### src/rtl/uart_digit_tx.sv
// Captures a multi-digit number on request and sends it over 8N1 UART as ASCII, most-significant digit first.
// Optional CR/LF trailer after each message when UART_DIGIT_TX_CRLF_EN is defined.
module uart_digit_tx #(
  parameter int unsigned BOARD_CLOCK_FREQUENCY_IN_HZ = 100_000_000,
  parameter int unsigned BAUD_RATE                   = 115_200,
  parameter int unsigned NUMBER_OF_DIGITS            = 4,
  parameter int unsigned NUMBER_OF_BITS_PER_DIGIT    = 4
) (
  input  logic                                                 clk,
  input  logic                                                 rst,
  input  logic [NUMBER_OF_DIGITS*NUMBER_OF_BITS_PER_DIGIT-1:0] number,
  input  logic                                                 send,
  output logic                                                 tx,
  output logic                                                 busy,
  output logic                                                 done
);

  localparam int unsigned CLKS_PER_BIT = BOARD_CLOCK_FREQUENCY_IN_HZ / BAUD_RATE;
  localparam int unsigned BAUD_W       = (CLKS_PER_BIT > 1) ? $clog2(CLKS_PER_BIT) : 1;
  localparam int unsigned NUM_W        = NUMBER_OF_DIGITS * NUMBER_OF_BITS_PER_DIGIT;
`ifdef UART_DIGIT_TX_CRLF_EN
  localparam int unsigned TRAILER_CHARS = 2;
`else
  localparam int unsigned TRAILER_CHARS = 0;
`endif
  localparam int unsigned NUM_CHARS = NUMBER_OF_DIGITS + TRAILER_CHARS;
  localparam int unsigned IDX_W     = $clog2(NUM_CHARS + 1);

  if (CLKS_PER_BIT < 2) begin : g_cpb_check
    $error("uart_digit_tx: CLKS_PER_BIT must be at least 2");
  end

  typedef enum logic [1:0] {S_IDLE, S_START, S_DATA, S_STOP} state_e;

  state_e                  state_q, state_d;
  logic [BAUD_W-1:0]       baud_q, baud_d;
  logic [2:0]              bit_q, bit_d;
  logic [IDX_W-1:0]        idx_q, idx_d;
  logic [NUM_W-1:0]        shadow_q, shadow_d;
  logic                    tx_q, tx_d;
  logic                    busy_q, busy_d;
  logic                    done_q, done_d;
  logic                    bit_end_c;
  logic                    last_char_c;
  logic [7:0]              char_c;

  function automatic logic [7:0] digit_to_ascii(input logic [NUMBER_OF_BITS_PER_DIGIT-1:0] d);
    int unsigned v;
    v = 32'(d);
    if (v < 10)      return 8'(32'h30 + v);
    else if (v < 16) return 8'(32'h41 + v - 10);
    else             return 8'h3F;
  endfunction

  // Character slot 0 is the most significant digit; trailer slots follow the digits.
  function automatic logic [7:0] char_at(input logic [IDX_W-1:0] idx, input logic [NUM_W-1:0] val);
    logic [7:0] c;
    c = 8'h3F;
    for (int unsigned i = 0; i < NUMBER_OF_DIGITS; i++) begin
      if (32'(idx) == NUMBER_OF_DIGITS - 1 - i)
        c = digit_to_ascii(val[i*NUMBER_OF_BITS_PER_DIGIT +: NUMBER_OF_BITS_PER_DIGIT]);
    end
`ifdef UART_DIGIT_TX_CRLF_EN
    if (32'(idx) == NUMBER_OF_DIGITS)     c = 8'h0D;
    if (32'(idx) == NUMBER_OF_DIGITS + 1) c = 8'h0A;
`endif
    return c;
  endfunction

  assign bit_end_c   = (baud_q == BAUD_W'(CLKS_PER_BIT - 1));
  assign last_char_c = (idx_q == IDX_W'(NUM_CHARS - 1));
  assign char_c      = char_at(idx_d, shadow_d);

  // State, datapath and output registers.
  always_ff @(posedge clk) begin
    if (rst) begin
      state_q  <= S_IDLE;
      baud_q   <= '0;
      bit_q    <= '0;
      idx_q    <= '0;
      shadow_q <= '0;
      tx_q     <= 1'b1;
      busy_q   <= 1'b0;
      done_q   <= 1'b0;
    end else begin
      state_q  <= state_d;
      baud_q   <= baud_d;
      bit_q    <= bit_d;
      idx_q    <= idx_d;
      shadow_q <= shadow_d;
      tx_q     <= tx_d;
      busy_q   <= busy_d;
      done_q   <= done_d;
    end
  end

  // Next-state and datapath sequencing.
  always_comb begin
    state_d  = state_q;
    baud_d   = baud_q;
    bit_d    = bit_q;
    idx_d    = idx_q;
    shadow_d = shadow_q;
    case (state_q)
      S_IDLE: begin
        baud_d = '0;
        bit_d  = '0;
        idx_d  = '0;
        if (send) begin
          shadow_d = number;
          state_d  = S_START;
        end
      end
      S_START: begin
        if (bit_end_c) begin
          baud_d  = '0;
          bit_d   = '0;
          state_d = S_DATA;
        end else begin
          baud_d = baud_q + BAUD_W'(1);
        end
      end
      S_DATA: begin
        if (bit_end_c) begin
          baud_d = '0;
          if (bit_q == 3'd7) state_d = S_STOP;
          else               bit_d   = bit_q + 3'd1;
        end else begin
          baud_d = baud_q + BAUD_W'(1);
        end
      end
      S_STOP: begin
        if (bit_end_c) begin
          baud_d = '0;
          bit_d  = '0;
          if (last_char_c) begin
            idx_d   = '0;
            state_d = S_IDLE;
          end else begin
            idx_d   = idx_q + IDX_W'(1);
            state_d = S_START;
          end
        end else begin
          baud_d = baud_q + BAUD_W'(1);
        end
      end
      default: state_d = S_IDLE;
    endcase
  end

  // Outputs are derived from the upcoming state so the registered line changes on the transition edge.
  always_comb begin
    tx_d   = 1'b1;
    busy_d = (state_d != S_IDLE);
    done_d = (state_q == S_STOP) && bit_end_c && last_char_c;
    case (state_d)
      S_START: tx_d = 1'b0;
      S_DATA:  tx_d = char_c[bit_d];
      default: tx_d = 1'b1;
    endcase
  end

  assign tx   = tx_q;
  assign busy = busy_q;
  assign done = done_q;

endmodule

### config.mk
export PLATFORM = sky130hd
export DESIGN_NAME = uart_digit_tx
export DESIGN_NICKNAME = d
export VERILOG_FILES = /design/src/rtl/uart_digit_tx.sv
export SDC_FILE = /design/constraint.sdc
export NUM_CORES = 1
export LEC_CHECK = 0
export BUFFER_PORTS_ARGS = -buffer_cell sky130_fd_sc_hd__buf_2
export CAP_MARGIN = 20
export CORE_ASPECT_RATIO = 1.75
export CORE_UTILIZATION = 59
export CTS_BUF_LIST = sky130_fd_sc_hd__clkbuf_16
export DETAILED_ROUTE_END_ITERATION = 10
export PLACE_DENSITY = 0.84
export SLEW_MARGIN = 5
export SYNTH_ARGS = -nofsm -noshare
export SYNTH_HDL_FRONTEND = slang
export SYNTH_SLANG_ARGS = --single-unit
### constraint.sdc
create_clock -name clk -period 3.6 [get_ports clk]
set_input_delay 0.54 -clock clk [delete_from_list [all_inputs] [get_ports clk]]
set_output_delay 0.54 -clock clk [all_outputs]
set_load 0.02 [all_outputs]
==> flow_metrics.env <==
export IMPL_maxSlewHeadroom=0.4396
export IMPL_drc_errors=0
export IMPL_pre_cts_slack_ps=491.7
export IMPL_synth_seq_area_share=0.3217
export IMPL_ff2ff_path_depth=9
export IMPL_avgSynthCellArea_um2=8.527
export IMPL_grt_pass1_wl_um=8487
export IMPL_via_count=2065
export IMPL_synth_common_cells="45 x nor2_1, 37 x dfxtp_1, 20 x nand2_1"
export IMPL_cp_required_ps=3800
export IMPL_drt_iter0_drc=47
export IMPL_dieArea_um2=4166
export IMPL_viasPerCell=6.201
export IMPL_rsz0062_at_grt="false"
export IMPL_clkSinkCount=37
export IMPL_clk_pin_slew_ps=50
export IMPL_setup_tns_ps=0
export IMPL_powerDensity_nw_per_um2=400.3
export IMPL_dpl_hpwl_um=3937
export IMPL_endpoint_kind="flop"
export IMPL_final_max_slew_viol_count=0
export IMPL_finalHoldViolCount=0
export IMPL_yosys_top_cells_area="dfxtp_1 32%, nor2_1 7.3%, ha_1 6.5%"
export IMPL_synth_edff_count=0
export IMPL_clockRootBuffer="clkbuf_16"
export IMPL_postPlaceCellArea_um2=2421
export IMPL_cts_setup_buffers=0
export IMPL_timing_hold_worst_path_depth=1
export IMPL_wl_um=5334
export IMPL_max_freq_mhz=319.7
export IMPL_cap_viol_max_count=0
export IMPL_htreeDepth=2
export IMPL_cts_resized=0
export IMPL_design_area_um2=2551
export IMPL_r2r_slack_ps=470
export IMPL_clockBufferDepth=2
export IMPL_synth_top_area_frac=0.3217
export IMPL_place_congestion=0.9470
export IMPL_wire_per_inst_um=16.02
export IMPL_cts_tree="yes"
export IMPL_die_w_um=49.22
export IMPL_antenna_found_initial=0
export IMPL_io_pins=22
export IMPL_start_util=0.6282
export IMPL_core_area_um2=3665
export IMPL_clock_skew_ps=2.964
export IMPL_worst_setup_path_start_kind="flop"
export IMPL_ctsHoldBuffers=0
export IMPL_numCtsBuffers=5
export IMPL_path_max_fanout=23
export IMPL_hold_path_startpoint="baud_q[0]"
export IMPL_p_total_w=0.001021
export IMPL_grt_start_max_net_pins=28
export IMPL_ant_nets=0
export IMPL_synthDistinctLibCells=57
export IMPL_ir_drop_mv=0.3827
export IMPL_syn_area_um2=2302
export IMPL_hp_class="reg2reg"
export IMPL_arrival_ps=3330
export IMPL_status="finished clean"
export IMPL_syn_to_final_growth_pct=10.82
export IMPL_p_leak_nw=1.078
export IMPL_period_minus_slack_ps=3128
export IMPL_firstDrtPassIters=4
export IMPL_drive_above_1_share=0.1254
export IMPL_yosysMostFrequentCell="nor2_1"
export IMPL_synthArstFlopShare=0
export IMPL_syn_nets=301
export IMPL_place_inst=327
export IMPL_yosysWarnings=0
export IMPL_grt_use_total=0.2684
export IMPL_fp_dieH_um=84.64
export IMPL_gr_total_overflow=0
export IMPL_fin_nets=319
export IMPL_rows=29
export IMPL_yosys_area_top_type="dfxtp_1"
export IMPL_synth_seq_cells=37
export IMPL_critPathKind="reg2reg"
export IMPL_worst_slew_pin_slew_ps=840.6
export IMPL_clkLatencyLatePin_ps=280
export IMPL_antenna_cells=0
export IMPL_r2r_start="baud_q[0]"
export IMPL_hold_end="baud_q[0]"
export IMPL_grt_pass1_vias=1974
export IMPL_post_route_period_util=0.8689
export IMPL_setup_ws_ps=472.1
export IMPL_synthFlopType="dfxtp_1"
export IMPL_worst_r2r_endpoint="tx"
export IMPL_setup_violations=0
export IMPL_synthCells=270
export IMPL_instances_no_fill=333
export IMPL_io_buffers=21
cell usage in the layout, fill, tap and decap left out, types with 5 or more instances in the layout:
cell and n:
a21o_1 6, a21oi_1 7, and3_1 5, buf_2 21, clkbuf_16 5, dfxtp_1 37
ha_1 12, inv_1 5, mux2i_1 15, nand2_1 20, nand3_1 15, nor2_1 45
o21ai_0 8, xnor2_1 6, xor2_1 6
power by group:
group          switching, W  internal (W)
clock network      0.000153      0.000247
logic              0.000110     0.0000750
registers        0.00000863      0.000427
total              0.000272      0.000749
worst max-delay path, stage by stage (launching register included):
cell and delay, ps:
dfxtp_1 330, ha_1 240, nor3b_2 200, and3_1 310, a221oi_4 760, mux2i_1 270, mux2i_1 100, or4_1 410
o211a_1 230, a211oi_2 210
sequential cells by signal, summed over array words and instances, names as in the netlist:
signal and flops:
shadow_q 16, baud_q 10, bit_q 3, idx_q 3, state_q 2, busy 1
done 1, tx 1
final cells by class:
class	instances	area, um2
Clock inverter	1	5.005
Clock buffer	5	125.1
Multi-Input combinational cell	216	1484
Fill cell	314	1114
Tap cell	46	57.56
Sequential cell	37	740.7
Inverter	5	18.77
Timing Repair Buffer	23	120.1
stage by stage:
step	utilization	hold WS, ps
4_1_cts	0.6961	467.1
3_5_place_dp	0.6606	455.0
6_report	0.6961	461.6
5_1_grt	0.6961	489.7
3_3_place_gp	0.6606	435.4
2_1_floorplan	-	426.0
logic make-up (layout without fill, tap and decap cells):
family / count (synthesis) / in the layout / synth area share
simple gates: 120 / 120 / 0.2717
compound gates: 55 / 55 / 0.1870
flops: 37 / 37 / 0.3217
mux: 17 / 17 / 0.07500
buf+inv: 17 / 34 / 0.03369
fa+ha+maj: 12 / 12 / 0.06522
xor+xnor: 12 / 12 / 0.04565
routing by layer:
layer	vias to the layer above	routed length [um]	part of all wire	GRT usage
li1	1026	-	-	-
met1	972	1963	0.37	0.2472
met2	46	3008	0.56	0.5205
met3	21	153	0.029	0.04529
met4	0	208	0.039	0.1631
met5	-	0	0	0
worst max-delay path by stage:
| stage | start | endpoint | cells after the start |
|---|---|---|---|
| final | baud_q[0] | tx | 9 |
| after global routing | baud_q[0] | tx | 9 |
| after CTS | baud_q[0] | tx | 9 |
| after detailed placement | baud_q[0] | tx | 9 |
| after global placement | state_q[0] | tx | 12 |
| after floorplan | state_q[0] | tx | 13 |
Note: power is estimated with default switching activity, not from simulation.
